`src/rtl/jk_cnt_pkg.sv`:
```
// Shared definitions for the JK excitation counter: direction encoding
// and the clamp applied to parallel-load values.
package jk_cnt_pkg;

  typedef enum logic {
    DIR_DN = 1'b0,
    DIR_UP = 1'b1
  } dir_t;

  // Values at or above the modulus load as the top of the count range.
  function automatic int unsigned clamp_load(input int unsigned val,
                                             input int unsigned modulus);
    return (val >= modulus) ? (modulus - 1) : val;
  endfunction

endpackage

```
`src/rtl/jk_bit_cell.sv`:
```
// One JK flip-flop state bit with synchronous active-high reset.
module jk_bit_cell (
  input  logic clk,
  input  logic rst,
  input  logic j,
  input  logic k,
  output logic q
);

  // JK update: 00 hold, 01 clear, 10 set, 11 toggle.
  always_ff @(posedge clk) begin
    if (rst) begin
      q <= 1'b0;
    end else begin
      case ({j, k})
        2'b01:   q <= 1'b0;
        2'b10:   q <= 1'b1;
        2'b11:   q <= ~q;
        default: q <= q;
      endcase
    end
  end

endmodule

```
`src/rtl/jk_excitation_counter.sv`:
```
// Modulo up/down counter built from JK cells; exposes the per-bit J/K
// excitation for the transition taken at the next edge.
// Build option: define JK_CNT_SATURATE_EN to hold at the end value
// instead of wrapping.
module jk_excitation_counter
  import jk_cnt_pkg::*;
#(
  parameter int unsigned WIDTH   = 4,
  parameter int unsigned MODULUS = 10
) (
  input  logic             clk,
  input  logic             rst,
  input  logic             en,
  input  logic             up_dn,
  input  logic             load,
  input  logic [WIDTH-1:0] load_val,
  output logic [WIDTH-1:0] q,
  output logic [WIDTH-1:0] j,
  output logic [WIDTH-1:0] k,
  output logic             tc
);

`ifdef JK_CNT_SATURATE_EN
  localparam bit SATURATE = 1'b1;
`else
  localparam bit SATURATE = 1'b0;
`endif

  localparam logic [WIDTH-1:0] TOP = WIDTH'(MODULUS - 1);

  logic [WIDTH-1:0] n;
  logic [WIDTH-1:0] load_clamped;
  logic             at_end;

  // Next-state selection: rst > load > en, otherwise hold.
  // During rst n follows q so j/k stay zero; the cells clear on rst themselves.
  always_comb begin
    load_clamped = WIDTH'(clamp_load(32'(load_val), MODULUS));
    at_end       = (up_dn == DIR_UP) ? (q == TOP) : (q == '0);
    n            = q;
    if (rst) begin
      n = q;
    end else if (load) begin
      n = load_clamped;
    end else if (en) begin
      if (at_end) begin
        if (SATURATE)
          n = q;
        else
          n = (up_dn == DIR_UP) ? '0 : TOP;
      end else begin
        n = (up_dn == DIR_UP) ? q + 1'b1 : q - 1'b1;
      end
    end
  end

  // Excitation and terminal count derived from q and the chosen next state.
  always_comb begin
    j  = ~q & n;
    k  = q & ~n;
    tc = ~rst & en & ~load & at_end;
  end

  for (genvar i = 0; i < WIDTH; i++) begin : g_cell
    jk_bit_cell u_cell (
      .clk (clk),
      .rst (rst),
      .j   (j[i]),
      .k   (k[i]),
      .q   (q[i])
    );
  end

endmodule

```
`config.mk`:
```
export PLATFORM = sky130hd
export DESIGN_NAME = jk_excitation_counter
export DESIGN_NICKNAME = d
export VERILOG_FILES = /design/src/rtl/jk_cnt_pkg.sv /design/src/rtl/jk_bit_cell.sv /design/src/rtl/jk_excitation_counter.sv
export SDC_FILE = /design/constraint.sdc
export NUM_CORES = 1
export LEC_CHECK = 0
export CAP_MARGIN = 15
export CORE_UTILIZATION = 34
export CTS_CLUSTER_SIZE = 24
export DETAILED_ROUTE_END_ITERATION = 8
export PLACE_DENSITY = 0.72
export SYNTH_ARGS = -nofsm -noshare
export SYNTH_HDL_FRONTEND = slang
export SYNTH_HIERARCHICAL = 1
export SYNTH_SLANG_ARGS = --single-unit
```
`constraint.sdc`:
```
create_clock -name clk -period 1.9 [get_ports clk]
set_clock_uncertainty 0.05 [all_clocks]
set_input_delay 0.38 -clock clk [delete_from_list [all_inputs] [get_ports clk]]
set_output_delay 0.38 -clock clk [all_outputs]
set_load 0.01 [all_outputs]
```
==> qor.yml <==
run_status:
  status: "finished with violations"
  violations: "negative setup slack"
synthesis:
  synth_top_family_by_area: "compound AO/OA/AOI/OAI gates"
  yosys_warnings: 6
  synth_cell_type_count: 25
  yosysTopAreaCell: "dfxtp_1"
  synth_top_area_frac: 0.181
  synth_xor_area_frac: 0.0198
  synth_flop_cell: "dfxtp_1"
  synth_seq_cells: 4
  synth_adder_area_share: 0.102
  synth_top_cells_by_area: "dfxtp_1 (18%), a211oi_1 (10%), inv_1 (6.8%)"
  avgSynthCellArea_sq_um: 7.01
  synth_edf_count: 0
  synthSimpleGateAreaFrac: 0.272
  ys_seq_area_frac: 0.181
  synthCells: 63
  ys_async_sr_fraction: 0
  netlist_area_sq_um: 442
  synth_compound_area_frac: 0.348
  muxShareOfSynthArea: 0
  syn_nets: 75
  ys_top_cells_by_count: "inv_1 (8), nor2_1 (8), a211oi_1 (6)"
min_path:
  hold_depth: 2
  min_path_type: "reg2reg"
layout:
  nFillCells: 52
  largest_reg_flops: 4
  reg_top3: "g_cell.u_cell/q (4)"
  drive_above_1_share: 0.640
  area_growth_pct: 137
  stdcell_area_sq_um: 1050
  n_antenna_cell: 0
  fin_nets: 128
  regMostFlops: "g_cell.u_cell/q"
sta:
  slew_violations: 0
  fin_crit_sh: 1.16
  rsz0062_at_grt: "true"
  fin_ws_ns: -0.307
  fin_crit_ns: 2.21
  slew_headroom: 0.807
  setup_viol: 8
  hold_viol_final: 0
  tightest_slew_ns: 0.289
  clock.fmax_ghz: 0.453
place:
  portBuffers: 21
  dp.final_hpwl_mm: 1.25
  place_ws_ns: -1.13
  globalplace.congestion: 0.883
  placed_area_sq_um: 832
global_routing:
  grt_first_pass_wirelength_mm: 3.11
  overflow: 0
  grt_use_total: 0.318
  antenna_found_initial: 0
  grt_max_degree: 9
  grt_pass1_vias: 690
cts:
  clock_path_buffers: 2
  htree_levels: 1
  clkTransAtPathRegs_ns: 0.04
  cts_hold_buf: 0
  cts_root_buffer: "clkbuf_4"
  cts.sink_count: 4
  cts_tree: "built"
  cts_made_buffers: 3
  insertion_delay_ns: 0.26
power:
  p_leak_nw: 0.485
  power_density_nw_per_um2: 498
  vdd_drop_max_uv: 448
floorplanning:
  dieArea_sq_um: 1450
  die_h_um: 38.0
  core_sq_um: 1160
  ios: 22
  die_x_um: 38.0
  start_util: 0.382
  placementRows: 12
route:
  drtIter0Drc: 10
  drc_errors: 0
  ant_nets: 0
  dr.pass1.iters: 4
  vias: 765
  totalWireLength_mm: 2.56
  routedWlPerCell_um: 20.0
  vias_per_cell: 5.98
critical_path:
  crit_path_max_fanout: 3
  slowest_delay_ns: 0.34
  start_kind: "flop"
  reg2regPathDepth: 8
  cp-end-kind: "primary output"
  path_class: "reg2out"
  crit_required_ns: 1.47
  critPathSlowestCell: "dfxtp_2"
  cp_cell_sequence: "ha_4 -> a21oi_4 -> a21oi_2 -> or2_4 -> o2111a_1 -> buf_2"
  critPathArrivalTime_ns: 1.78
flow_run:
  drv_cap: 0
[report_power, final]
group          total (mW)  internal (mW)  switching, mW
Clock               0.119         0.0715         0.0479
Sequential          0.103         0.0920         0.0106
Combinational       0.298          0.148          0.150
Total               0.520          0.312          0.209
[layer usage]
metal / up-vias / track usage / routed length [um]
li1: 340 / - / -
met1: 358 / 0.331 / 875
met2: 51 / 0.623 / 1340
met3: 16 / 0.0698 / 168
met4: 0 / 0.0804 / 176
met5: - / 0 / 0
[layout by cell type (no fill, tap or decap), types with 3 or more instances in the layout]
master / netlist / final
buf_6: 0 / 5
buf_4: 0 / 24
a211oi_2: 0 / 3
nor2_1: 8 / 7
clkbuf_4: 0 / 3
buf_2: 0 / 9
nand2_1: 4 / 4
inv_1: 8 / 4
dlygate4sd2_1: 0 / 3
clkdlybuf4s50_1: 0 / 4
a211oi_1: 6 / 3
[path summary, 6_finish.rpt]
| path | start | endpoint | slack (ns) |
|---|---|---|---|
| worst max-delay path | g_cell[2].u_cell/q$_SDFFE_PP0P_ | j[3] | -0.31 |
| worst max register to register | g_cell[1].u_cell/q$_SDFFE_PP0P_ | g_cell[2].u_cell/q$_SDFFE_PP0P_ | 0.06 |
| worst min-delay path | g_cell[0].u_cell/q$_SDFFE_PP0P_ | g_cell[0].u_cell/q$_SDFFE_PP0P_ | 0.54 |
| worst min register to register | g_cell[0].u_cell/q$_SDFFE_PP0P_ | g_cell[0].u_cell/q$_SDFFE_PP0P_ | 0.54 |
[through the flow]
stage               hold slack [ns]  total power, mW  std cells  TNS (ns)  utilization
floorplan                     0.401            0.191         63   -0.0371            -
global placement              0.498            0.300        116     -8.86        0.720
detailed placement            0.507            0.304        116     -9.24        0.720
CTS                           0.520            0.446        124     -1.60        0.800
global route                  0.551            0.540        128     -1.76        0.905
finish                        0.535            0.520        128     -1.44        0.905
[area by class of cell]
cell class / count / area [sq um] / share of cell area
Inverter: 8 / 35.0 / 0.0335
Timing Repair Buffer: 49 / 385 / 0.368
Clock buffer: 3 / 22.5 / 0.0215
Multi-Input combinational cell: 50 / 499 / 0.477
Tap cell: 14 / 17.5 / 0.0167
Sequential cell: 4 / 86.3 / 0.0825
[what timing repair did]
action                     in CTS  in global routing
buffers inserted                5                  4
pin swaps                      14                 12
setup endpoints to repair      12                 11
gates resized for setup        65                 30
cloned                          0                  0
[critical path, delay by kind of cell, from the launching register on]
family,cells,cell delay [ns]
simple gates,1,0.27
buf+inv,1,0.15
compound gates,3,0.50
fa+ha+maj,1,0.26
flops,1,0.34
[cell families after synthesis]
kind of cell | after synthesis
adders and majority gates | 3
and+or+nand+nor | 25
AOI/OAI and AO/OA | 21
buffers and inverters | 9
xor gates and xnor gates | 1
DFF | 4
(Power assumes the default switching activity.)
